<file path="src/rtl/burst_copy_writer_if.sv">
// rtl/burst_copy_writer_if.sv - Avalon-MM burst write master signal bundle
interface burst_copy_writer_if #(
  parameter int ADDRESS_WIDTH = 32,
  parameter int DATA_WIDTH    = 32,
  parameter int BURST_WIDTH   = 4
);
  logic [ADDRESS_WIDTH-1:0]  master_address;
  logic                      master_write;
  logic [DATA_WIDTH-1:0]     master_writedata;
  logic [BURST_WIDTH-1:0]    master_burstcount;
  logic [DATA_WIDTH/8-1:0]   master_byteenable;
  logic                      master_waitrequest;

  modport master (
    output master_address,
    output master_write,
    output master_writedata,
    output master_burstcount,
    output master_byteenable,
    input  master_waitrequest
  );

  modport slave (
    input  master_address,
    input  master_write,
    input  master_writedata,
    input  master_burstcount,
    input  master_byteenable,
    output master_waitrequest
  );
endinterface

</file>
<file path="src/rtl/burst_copy_writer.sv">
// rtl/burst_copy_writer.sv - drains bursts from the burst reader FIFO and writes them as Avalon-MM bursts
module burst_copy_writer #(
  parameter int ADDRESS_WIDTH = 32,
  parameter int DATA_WIDTH    = 32,
  parameter int BURST_COUNT   = 8,
  parameter int BURST_WIDTH   = 4,
  parameter int LENGTH_WIDTH  = 16
) (
  input  logic                     clk,
  input  logic                     reset,
  input  logic                     cmd_go,
  input  logic [ADDRESS_WIDTH-1:0] cmd_dst_base,
  input  logic [LENGTH_WIDTH-1:0]  cmd_num_bursts,
  output logic                     cmd_busy,
  output logic                     cmd_done,
  output logic                     rd_start,
  input  logic                     rd_done,
  input  logic [DATA_WIDTH-1:0]    rd_data,
  output logic                     rd_read,
  burst_copy_writer_if.master      avm
);

  localparam int BEAT_WIDTH = $clog2(BURST_COUNT + 1);
  localparam logic [ADDRESS_WIDTH-1:0] BURST_BYTES = ADDRESS_WIDTH'(BURST_COUNT * (DATA_WIDTH / 8));
  localparam logic [BEAT_WIDTH-1:0]    LAST_BEAT   = BEAT_WIDTH'(BURST_COUNT - 1);
  localparam logic [BEAT_WIDTH-1:0]    ONE_BEAT    = BEAT_WIDTH'(1);
  localparam logic [LENGTH_WIDTH-1:0]  ONE_LEN     = LENGTH_WIDTH'(1);
  localparam logic [BURST_WIDTH-1:0]   BURST_LEN   = BURST_WIDTH'(BURST_COUNT);

  typedef enum logic [1:0] {
    IDLE       = 2'd0,
    RD_WAIT    = 2'd1,
    WR_BURST   = 2'd2,
    RD_RELEASE = 2'd3
  } state_t;

  state_t                     state_q, state_d;
  logic                       cmd_busy_q, cmd_busy_d;
  logic                       cmd_done_q, cmd_done_d;
  logic                       rd_start_q, rd_start_d;
  logic                       master_write_q, master_write_d;
  logic [ADDRESS_WIDTH-1:0]   address_q, address_d;
  logic [BURST_WIDTH-1:0]     burstcount_q, burstcount_d;
  logic [BEAT_WIDTH-1:0]      beat_q, beat_d;
  logic [LENGTH_WIDTH-1:0]    remaining_q, remaining_d;
  logic                       beat_accept;

  // One FIFO pop per accepted beat keeps the show-ahead head aligned with writedata.
  assign beat_accept            = master_write_q & ~avm.master_waitrequest;
  assign rd_read                = beat_accept;
  assign cmd_busy               = cmd_busy_q;
  assign cmd_done               = cmd_done_q;
  assign rd_start               = rd_start_q;
  assign avm.master_address     = address_q;
  assign avm.master_write       = master_write_q;
  assign avm.master_writedata   = rd_data;
  assign avm.master_burstcount  = burstcount_q;
  assign avm.master_byteenable  = '1;

  always_ff @(posedge clk) begin
    if (reset) begin
      state_q        <= IDLE;
      cmd_busy_q     <= 1'b0;
      cmd_done_q     <= 1'b0;
      rd_start_q     <= 1'b0;
      master_write_q <= 1'b0;
      address_q      <= '0;
      burstcount_q   <= '0;
      beat_q         <= '0;
      remaining_q    <= '0;
    end else begin
      state_q        <= state_d;
      cmd_busy_q     <= cmd_busy_d;
      cmd_done_q     <= cmd_done_d;
      rd_start_q     <= rd_start_d;
      master_write_q <= master_write_d;
      address_q      <= address_d;
      burstcount_q   <= burstcount_d;
      beat_q         <= beat_d;
      remaining_q    <= remaining_d;
    end
  end

  always_comb begin
    state_d        = state_q;
    cmd_busy_d     = cmd_busy_q;
    cmd_done_d     = 1'b0;
    rd_start_d     = rd_start_q;
    master_write_d = master_write_q;
    address_d      = address_q;
    burstcount_d   = burstcount_q;
    beat_d         = beat_q;
    remaining_d    = remaining_q;

    case (state_q)
      IDLE: begin
        if (cmd_go) begin
          if (cmd_num_bursts == '0) begin
            cmd_done_d = 1'b1;
          end else begin
            address_d   = cmd_dst_base;
            remaining_d = cmd_num_bursts;
            cmd_busy_d  = 1'b1;
            rd_start_d  = 1'b1;
            state_d     = RD_WAIT;
          end
        end
      end

      RD_WAIT: begin
        if (rd_done) begin
          rd_start_d     = 1'b0;
          master_write_d = 1'b1;
          burstcount_d   = BURST_LEN;
          beat_d         = '0;
          state_d        = WR_BURST;
        end
      end

      WR_BURST: begin
        if (beat_accept) begin
          if (beat_q == LAST_BEAT) begin
            master_write_d = 1'b0;
            remaining_d    = remaining_q - ONE_LEN;
            state_d        = RD_RELEASE;
          end else begin
            beat_d = beat_q + ONE_BEAT;
          end
        end
      end

      RD_RELEASE: begin
        // The reader must be back in its start state before it can take another ctrl_start.
        if (!rd_done) begin
          if (remaining_q != '0) begin
            address_d  = address_q + BURST_BYTES;
            rd_start_d = 1'b1;
            state_d    = RD_WAIT;
          end else begin
            cmd_done_d = 1'b1;
            cmd_busy_d = 1'b0;
            state_d    = IDLE;
          end
        end
      end

      default: begin
        state_d        = IDLE;
        cmd_busy_d     = 1'b0;
        rd_start_d     = 1'b0;
        master_write_d = 1'b0;
        address_d      = '0;
        burstcount_d   = '0;
        beat_d         = '0;
        remaining_d    = '0;
      end
    endcase
  end

endmodule

</file>
<file path="src/flat_wrapper.sv">
// flat-port wrapper written by rule: the top's interface ports become plain ports
module burst_copy_writer_flat 
#(
  parameter int ADDRESS_WIDTH = 32,
  parameter int DATA_WIDTH    = 32,
  parameter int BURST_COUNT   = 8,
  parameter int BURST_WIDTH   = 4,
  parameter int LENGTH_WIDTH  = 16
)
  (clk, reset, cmd_go, cmd_dst_base, cmd_num_bursts, cmd_busy, cmd_done, rd_start, rd_done, rd_data, rd_read, avm_master_address, avm_master_write, avm_master_writedata, avm_master_burstcount, avm_master_byteenable, avm_master_waitrequest);
  burst_copy_writer_if #(.ADDRESS_WIDTH(ADDRESS_WIDTH), .DATA_WIDTH(DATA_WIDTH), .BURST_WIDTH(BURST_WIDTH)) avm_i ();
  input  logic clk;
  input  logic reset;
  input  logic cmd_go;
  input  logic [ADDRESS_WIDTH-1:0] cmd_dst_base;
  input  logic [LENGTH_WIDTH-1:0] cmd_num_bursts;
  output logic cmd_busy;
  output logic cmd_done;
  output logic rd_start;
  input  logic rd_done;
  input  logic [DATA_WIDTH-1:0] rd_data;
  output logic rd_read;
  output wire logic [$bits(avm_i.master_address)-1:0] avm_master_address;
  output wire logic [$bits(avm_i.master_write)-1:0] avm_master_write;
  output wire logic [$bits(avm_i.master_writedata)-1:0] avm_master_writedata;
  output wire logic [$bits(avm_i.master_burstcount)-1:0] avm_master_burstcount;
  output wire logic [$bits(avm_i.master_byteenable)-1:0] avm_master_byteenable;
  input wire logic [$bits(avm_i.master_waitrequest)-1:0] avm_master_waitrequest;
  assign avm_master_address = avm_i.master_address;
  assign avm_master_write = avm_i.master_write;
  assign avm_master_writedata = avm_i.master_writedata;
  assign avm_master_burstcount = avm_i.master_burstcount;
  assign avm_master_byteenable = avm_i.master_byteenable;
  assign avm_i.master_waitrequest = avm_master_waitrequest;
  burst_copy_writer #(.ADDRESS_WIDTH(ADDRESS_WIDTH), .DATA_WIDTH(DATA_WIDTH), .BURST_COUNT(BURST_COUNT), .BURST_WIDTH(BURST_WIDTH), .LENGTH_WIDTH(LENGTH_WIDTH)) u_core (.clk(clk), .reset(reset), .cmd_go(cmd_go), .cmd_dst_base(cmd_dst_base), .cmd_num_bursts(cmd_num_bursts), .cmd_busy(cmd_busy), .cmd_done(cmd_done), .rd_start(rd_start), .rd_done(rd_done), .rd_data(rd_data), .rd_read(rd_read), .avm(avm_i));
endmodule
</file>
<file path="config.mk">
export PLATFORM = sky130hd
export DESIGN_NAME = burst_copy_writer_flat
export DESIGN_NICKNAME = d
export VERILOG_FILES = /design/src/rtl/burst_copy_writer_if.sv /design/src/rtl/burst_copy_writer.sv /design/src/flat_wrapper.sv
export SDC_FILE = /design/constraint.sdc
export NUM_CORES = 1
export LEC_CHECK = 0
export BUFFER_PORTS_ARGS = -buffer_cell sky130_fd_sc_hd__buf_4
export CAP_MARGIN = 20
export CORE_MARGIN = 8
export CORE_UTILIZATION = 45
export CTS_CLUSTER_SIZE = 14
export DETAILED_ROUTE_END_ITERATION = 12
export PLACE_DENSITY_LB_ADDON = 0.2
export SLEW_MARGIN = 10
export SYNTH_ARGS = -nofsm -noshare
export SYNTH_HDL_FRONTEND = slang
export SYNTH_SLANG_ARGS = --single-unit
</file>
<file path="constraint.sdc">
create_clock -name clk -period 2.75 [get_ports clk]
set_input_delay 0.1375 -clock clk [delete_from_list [all_inputs] [get_ports clk]]
set_output_delay 0.1375 -clock clk [all_outputs]
set_load 0.02 [all_outputs]
</file>
======== Yosys cells after proc, flatten, opt, wreduce, memory -nomap -nowiden ========
Index checks and enable logic that the tools add are counted.
storage, ports and cells
  bits in registers ....................... 59
  bits in latches ......................... 0
  RAM bits ................................ 0
  ROM bits ................................ 0
  bits of input ports ..................... 85
  logic and storage cells ................. 82
  memories kept ........................... 0
cells by class
  $add $sub $neg .......................... 3
  multiply operators ...................... 0
  divide/modulo/power cells ............... 0
  $lt $le $gt $ge ......................... 0
  eq/ne operators ......................... 13
  shift-type cells ........................ 0
  mux-type cells .......................... 40
  bitwise logic cells ..................... 2
  reductions and logical operators ........ 15
operators by type and width
  cell                   number
  $mux 32                4
  $mux 16                4
  $pmux 32 s2            1
  $add 32x6->32 const B  1
  $pmux 16 s2            1
  $logic_not 16->1       1
  $reduce_bool 16->1     1
  $sub 16x1->16 const B  1
  $mux 1                 15
  $reduce_and 5->1       3
  $ne 2x2->1 const B     7
  $mux 2                 6
  $mux 4                 3
  $reduce_and 6->1       2
  $pmux 2 s4             1
  $pmux 4 s2             1
  $reduce_and 4->1       2
  $pmux 1 s2             3
  $reduce_bool 2->1      3
  $add 4x1->4 const B    1
  $eq 2x2->1 const B     2
  $eq 4x3->1 const B     1
  $ne 2x1->1 const B     2
  $pmux 1 s3             1
  6 further kinds        6

======== Depth between registers and ports, before layout ========
Gate-level depths: netlist of the first run.
  depth after elaboration ................. 4
  mapped depth ............................ 9

======== Worst setup path after synthesis of the first run ========
No wires, ideal clock.
  path kind ............................... register -> register
  start ................................... register u_core.state_q[0]
  end ..................................... register u_core.state_q[0]
  arrival time ............................ 2.048 ns
  slack ................................... 0.616 ns
  cell stages (with the launch flop) ...... 9
  path buffers ............................ 1
  period minus slack after synthesis ...... 2.134 ns
  path through ............................ dfxtp_1 > inv_1 > ha_1 > nor4b_1 > nand4_1 > o21ai_1 > clkbuf_1 > nor4_1 > a211oi_1
between the ends
  longest elaborated chain between the ends .. 3
RTL lines
  what                                                              line                     text
  from (decl)                                                       burst_copy_writer.sv:37  state_t state_q, state_d;
  from (signal assigned)                                            burst_copy_writer.sv:72  state_q <= state_d;
  $eq 2x2->1 (tied with other cells)                                burst_copy_writer.sv:95  case (state_q)
  $ne 2x1->1 (no source line) / $ne 2x2->1 (equally long branches)  n/a
  $reduce_and 6->1 (no source line)                                 n/a
Several ways; a longest one is shown, not always the timed one.
A chain may end at the register's enable or synchronous reset.

======== Worst setup path in the final report of the first run ========
  start ................................... register u_core.state_q[0]
  end ..................................... register u_core.address_q[20] (netlist: u_core.avm.master_address[20])
between the ends
  longest elaborated chain between the ends .. 3
RTL lines
  what                                                  line                     text
  $eq 2x2->1 / $logic_not 2->1 (equally long branches)  burst_copy_writer.sv:95
  $ne 2x1->1 (no source line) (tied with other cells)   n/a
  $reduce_and 5->1 (no source line)                     n/a
  to (signal assigned)                                  burst_copy_writer.sv:77  address_q <= address_d;
  to (decl)                                             burst_copy_writer.sv:42  logic [ADDRESS_WIDTH-1:0] address_q, address_d;
Several ways; a longest one is shown, not always the timed one.

==> impl_metrics.json, run 1 <==
{
  "grt.overflow.total": 0,
  "timing.final.crit_share_pct": 88.86,
  "timing.fmax_mhz": 409.2,
  "core_um2": 8721,
  "holdPathStages": 3,
  "areaGrowthSynthToFinish_pct": 16.33,
  "worst_slew_pin_slew_ps": 747.4,
  "io_buffers": 90,
  "cap_viol_max_count": 0,
  "antenna_found_initial": 0,
  "peakVddDrop_uv": 448.7,
  "r2r_end": "u_core.avm.master_address[20]",
  "finalPower_uw": 4914,
  "die_x_um": 110.9,
  "mostFrequentLayoutCells": "buf_4 (103), dfxtp_1 (59), a21oi_1 (39)",
  "slew_headroom_pct": 50.12,
  "cts_tree": "built",
  "layout_commonest_cell": "buf_4",
  "gp_congestion": 0.8525,
  "syn_inst": 520,
  "min_from": "cmd_dst_base[0]",
  "rsz0062_at_grt": "false",
  "ys_seq_area_share_pct": 29.14,
  "hold_path_end": "u_core.avm.master_address[0]",
  "synth_top_flop_cell": "dfxtp_1",
  "cts_buffer_depth": 2,
  "syn_area_um2": 4053,
  "drive_gt1_share_pct": 23.29,
  "fin_skew_ps": 6.746,
  "cts_sinks": 59,
  "nNetsFinal": 661,
  "cts_hold_buffers": 0,
  "grt_first_pass_wirelength_mm": 20.42,
  "firstDrtPassIters": 5,
  "final-hold-violation-count": 0,
  "cellPowerDensity_nw_per_um2": 1042,
  "critical_path_class": "register to register",
  "hpwl_mm": 8.947,
  "die-area_um2": 12300,
  "num_antenna_cells": 0,
  "synth.top_cell.area_share_pct": 29.14,
  "placed_area_um2": 4536,
  "cp-end-kind": "register",
  "finish.utilization_pct": 54.06,
  "ioPinCount": 162,
  "leakage_uw": 0.001853,
  "ys_types": 63,
  "crit_required_ps": 2980,
  "synthArstFlopShare_pct": 0,
  "postRouteAntennaNets": 0,
  "cts_resized": 0,
  "clk_pin_slew_ps": 70,
  "drv_slew": 0,
  "syn_area_per_cell_um2": 7.794,
  "drtIter0Drc": 283,
  "yosysWarnings": 0,
  "reg2reg_depth": 7,
  "cts_root_buf": "clkbuf_8",
  "via_count": 4208,
  "rows": 34,
  "reg2reg_slack_ps": 310,
  "drt-vias-per-instance": 6.197,
  "clk_latency_ps": 340,
  "cts_inserted_buffers": 9,
  "setup_viol": 0,
  "grt_pass1_vias": 3957,
  "grt_max_degree": 52,
  "synth_edf_count": 0,
  "drc": 0,
  "tns_ps": 0,
  "cts.htree.levels": 3,
  "synthTopCellsByArea": "dfxtp_1 (29%), buf_4 (7.4%), a21oi_1 (4.8%)",
  "outcome": "finished clean",
  "worstPathArrival_ps": 2670,
  "holdCritPathClass": "primary input to register",
  "yosysTopAreaCell": "dfxtp_1",
  "final_area_um2": 4715,
  "fin_crit_ps": 2444,
  "start_kind": "register",
  "r2r_start": "u_core.state_q[0]",
  "wire_per_inst_um": 18.44,
  "routed_wl_mm": 12.52,
  "cts_setup_buffers": 0,
  "path_max_fanout": 16,
  "initial_core_util_pct": 46.47,
  "track_usage_pct": 19.32,
  "chipHeight_um": 110.9,
  "yosys_register_bits": 59
}
[layer usage]
metal  vias up  global-route usage [%]  routed length [um]
met2       188                   29.45                5756
met5         -                       0                   0
met4         0                   5.315                  99
met1      1986                   26.02                5537
met3        14                   5.141                1128
li1       2020                       -                   -
[through the flow]
step / cells / worst slack [ps] / hold WS, ps
3_3_place_gp: 664 / 482.6 / 275.1
2_1_floorplan: 525 / 616.4 / 281.4
3_5_place_dp: 664 / 365.4 / 275.1
6_report: 679 / 306.3 / 32.86
5_1_grt: 679 / 155.9 / 29.67
4_1_cts: 679 / 329.2 / 27.85
[how the worst max path moves through the flow]
stage	start	slack, ps	end
detailed placement	u_core.state_q[0]	370	u_core.avm.master_address[18]
global placement	u_core.state_q[0]	480	u_core.avm.master_address[18]
floorplan	u_core.state_q[0]	620	u_core.state_q[0]
global route	u_core.state_q[0]	160	u_core.avm.master_address[18]
CTS	u_core.state_q[0]	330	u_core.avm.master_address[18]
finish	u_core.state_q[0]	310	u_core.avm.master_address[20]
[cell families after synthesis]
| group | synth area share [%] |
|---|---|
| compound gates | 29.39 |
| fa+ha+maj | 2.779 |
| buf+inv | 12.53 |
| flops | 29.14 |
| xor+xnor | 0.6485 |
| simple gates | 23.31 |
| mux | 2.007 |
| other cells | 0.1853 |
[Yosys cell counts, types with 14 or more instances]
master and count:
clkbuf_1 25, a21oi_1 39, dfxtp_1 59, inv_1 17
o21ai_0 35, buf_4 40, nor2_1 34, nand3_1 17
nor3_1 21, nand2_1 30, a211oi_1 14
[flip-flops by register name, summed over array words and instances, names as in the netlist]
register                      flops
u_core.cmd_done                   1
u_core.cmd_busy                   1
u_core.beat_q                     4
u_core.avm.master_address        32
u_core.avm.master_write           1
u_core.avm.master_burstcount      1
u_core.rd_start                   1
u_core.state_q                    2
u_core.remaining_q               16
[power breakdown]
part	total, uW	internal (uW)	switching, uW
logic	2630	1040	1600
registers	1540	1160	383
clock network	740	394	346
total	4910	2590	2330
[critical path, stage by stage, from the launching register on]
cell and delay, ps:
dfxtp_1 370, inv_1 120, ha_1 280, nor4b_1 170
nand4_1 230, o21a_1 550, nand2_4 270, o221a_2 350
[cell type report]
type / count / area (um^2)
Tap cell: 108 / 135.1
Sequential cell: 59 / 1181
Clock buffer: 13 / 168.9
Inverter: 17 / 63.81
Fill cell: 838 / 4006
Timing Repair Buffer: 103 / 773.2
Clock inverter: 2 / 10.01
Multi-Input combinational cell: 377 / 2382
Note: power is estimated with default switching activity, not from simulation.
==> inputs of run 2 (changes only) <==
CTS_BUF_LIST = sky130_fd_sc_hd__clkbuf_2 sky130_fd_sc_hd__clkbuf_4 sky130_fd_sc_hd__clkbuf_8   (was unset)
clock period = 3.1 ns   (was 2.75 ns; I/O delays follow)
==> run 2 against run 1 <==
Worst hold slack gained 21 ps. Register-to-register slack better by 260 ps. Maximum frequency fell by 3.4%. Flip-flop and latch count unchanged. Critical path depth unchanged. Highest routed layer unchanged.
==> impl_metrics.json, run 2 (synthesized netlist as in run 1, its figures left out) <==
{
  "outcome": "finished clean",
  "peakVddDrop_uv": 372.1,
  "setup_viol": 0,
  "p_switching_uw": 2069,
  "grt.overflow.total": 0,
  "rows": 34,
  "drc": 0,
  "areaGrowthSynthToFinish_pct": 16.27,
  "slew_headroom_pct": 44.87,
  "initial_core_util_pct": 46.47,
  "slowest_stage": "o211ai_1",
  "slowest_delay_ps": 770,
  "worst_slew_pin_slew_ps": 823.4,
  "track_usage_pct": 19.46,
  "grt_pass1_vias": 4007,
  "crit_required_ps": 3300,
  "cts_inserted_buffers": 9,
  "cts_setup_buffers": 0,
  "wl_met2_mm": 5.803,
  "critPathLaunch": "u_core.state_q[0]",
  "firstDrtPassIters": 5,
  "postRouteAntennaNets": 0,
  "crit_family": "compound AO/OA/AOI/OAI gates",
  "nNetsFinal": 658,
  "worstSetupEndpoint": "u_core.avm.master_address[3]",
  "path_max_fanout": 7,
  "reg2reg_slack_ps": 570,
  "p_int_uw": 2328,
  "start_kind": "register",
  "cap_viol_max_count": 0,
  "die-area_um2": 12300,
  "critPathBufInv": 1,
  "r2r_start": "u_core.state_q[0]",
  "cp.depth": 7,
  "layout_commonest_cell": "buf_4",
  "num_antenna_cells": 0,
  "drt-vias-per-instance": 6.229,
  "reg2reg_depth": 7,
  "routed_wl_mm": 12.52,
  "critical_path_class": "register to register",
  "chipHeight_um": 110.9,
  "final-hold-violation-count": 0,
  "tns_ps": 0,
  "grt_first_pass_wirelength_mm": 20.51,
  "grt_max_degree": 52,
  "cellPowerDensity_nw_per_um2": 933.2,
  "via_count": 4217,
  "drtIter0Drc": 310,
  "drt-met1-wl_mm": 5.551,
  "rsz0062_at_grt": "false",
  "leakage_uw": 0.001850,
  "die_x_um": 110.9,
  "pwr-share-clk_pct": 16.0,
  "cts_sinks": 59,
  "cts_hold_buffers": 0,
  "holdCritPathClass": "primary input to register",
  "gp_congestion": 0.8900,
  "cts.htree.levels": 3,
  "drv_slew": 0,
  "routed.top_layer": "met4",
  "ioPinCount": 162,
  "core_um2": 8721,
  "timing.fmax_mhz": 395.3,
  "seqPwrFrac_pct": 31.0,
  "fin_crit_ps": 2530,
  "clk_pin_slew_ps": 60,
  "antenna_found_initial": 0,
  "crit_chain": "inv_1 > ha_1 > nor4b_1 > nand4_1 > o211ai_1 > mux2i_1 > nor2_1",
  "timing.final.crit_share_pct": 81.61,
  "swShare_pct": 47.05,
  "p_comb_share_pct": 53.0,
  "hpwl_mm": 8.993,
  "drive_gt1_share_pct": 23.20,
  "cts_resized": 0,
  "cp-end-kind": "register",
  "cts_buffer_depth": 2,
  "worstPathArrival_ps": 2730,
  "finish.utilization_pct": 54.03,
  "cts_root_buf": "clkbuf_8",
  "wire_per_inst_um": 18.49,
  "clk_latency_ps": 340,
  "largest_reg_flops": 32,
  "mostFrequentLayoutCells": "buf_4 (100), dfxtp_1 (59), a21oi_1 (39)",
  "cts_tree": "built",
  "io_buffers": 90,
  "fin_skew_ps": 8.588,
  "r2r_end": "u_core.avm.master_address[3]",
  "wl_met3_um": 957
}
[run 2: cell count changes in the layout (fill, tap and decap cells not counted)]
| cell | change |
|---|---|
| buf_4 | -3 |
| clkbuf_4 | +2 |
| clkbuf_1 | -1 |
| clkbuf_8 | +1 |
| clkinv_2 | -1 |
[run 2: how the worst min path moves through the flow]
| stage | startpoint | end | slack (ps) | cells past startpoint |
|---|---|---|---|---|
| after global placement | rd_data[10] | avm_master_writedata[10] | 310 | 0 |
| final | cmd_dst_base[0] | u_core.avm.master_address[0] | 50 | 3 |
| after floorplan | cmd_dst_base[0] | u_core.avm.master_address[0] | 300 | 2 |
| after CTS | cmd_dst_base[0] | u_core.avm.master_address[0] | 40 | 3 |
| after global routing | cmd_dst_base[1] | u_core.avm.master_address[1] | 80 | 3 |
| after detailed placement | rd_data[10] | avm_master_writedata[10] | 310 | 0 |
[run 2: through the flow]
step | hold slack [ps] | instances | total power, uW | area [um^2] | setup slack (ps)
2_1_floorplan | 298.9 | 525 | 3006 | 4071 | 966.4
3_3_place_gp | 310.1 | 661 | 3632 | 4513 | 728.6
3_5_place_dp | 310.1 | 661 | 3679 | 4513 | 582.5
4_1_cts | 44.46 | 677 | 4389 | 4712 | 564.3
5_1_grt | 78.12 | 677 | 4718 | 4712 | 330.5
6_report | 53.48 | 677 | 4397 | 4712 | 570.0
[run 2: layout make-up]
| cell class | count | area [um^2] |
|---|---|---|
| fillers | 857 | 4009 |
| multi-input cells | 377 | 2382 |
| flip-flops and latches | 59 | 1181 |
| repair buffers | 100 | 750.7 |
| clock buffers | 15 | 193.9 |
| well taps | 108 | 135.1 |
| inverters | 17 | 63.81 |
| clock inverters | 1 | 5.005 |
[run 2: power by group through the flow]
stage / combinational [uW] / sequential (uW) / clock, uW
floorplan: 1530 / 1480 / 0
global placement: 2280 / 1350 / 0
detailed placement: 2310 / 1370 / 0
CTS: 2320 / 1350 / 716
global route: 2560 / 1400 / 757
finish: 2330 / 1360 / 704
[run 2: routing by layer]
| layer | track usage, % | vias up |
|---|---|---|
| li1 | - | 2016 |
| met1 | 25.07 | 2004 |
| met2 | 30.60 | 177 |
| met3 | 4.654 | 20 |
| met4 | 7.297 | 0 |
| met5 | 0 | - |
[run 2: tightest hold or removal path: cells and delay by family]
kind          cells  cell delay, ps
buf+inv           1              70
mux               1              50
simple gates      1              70
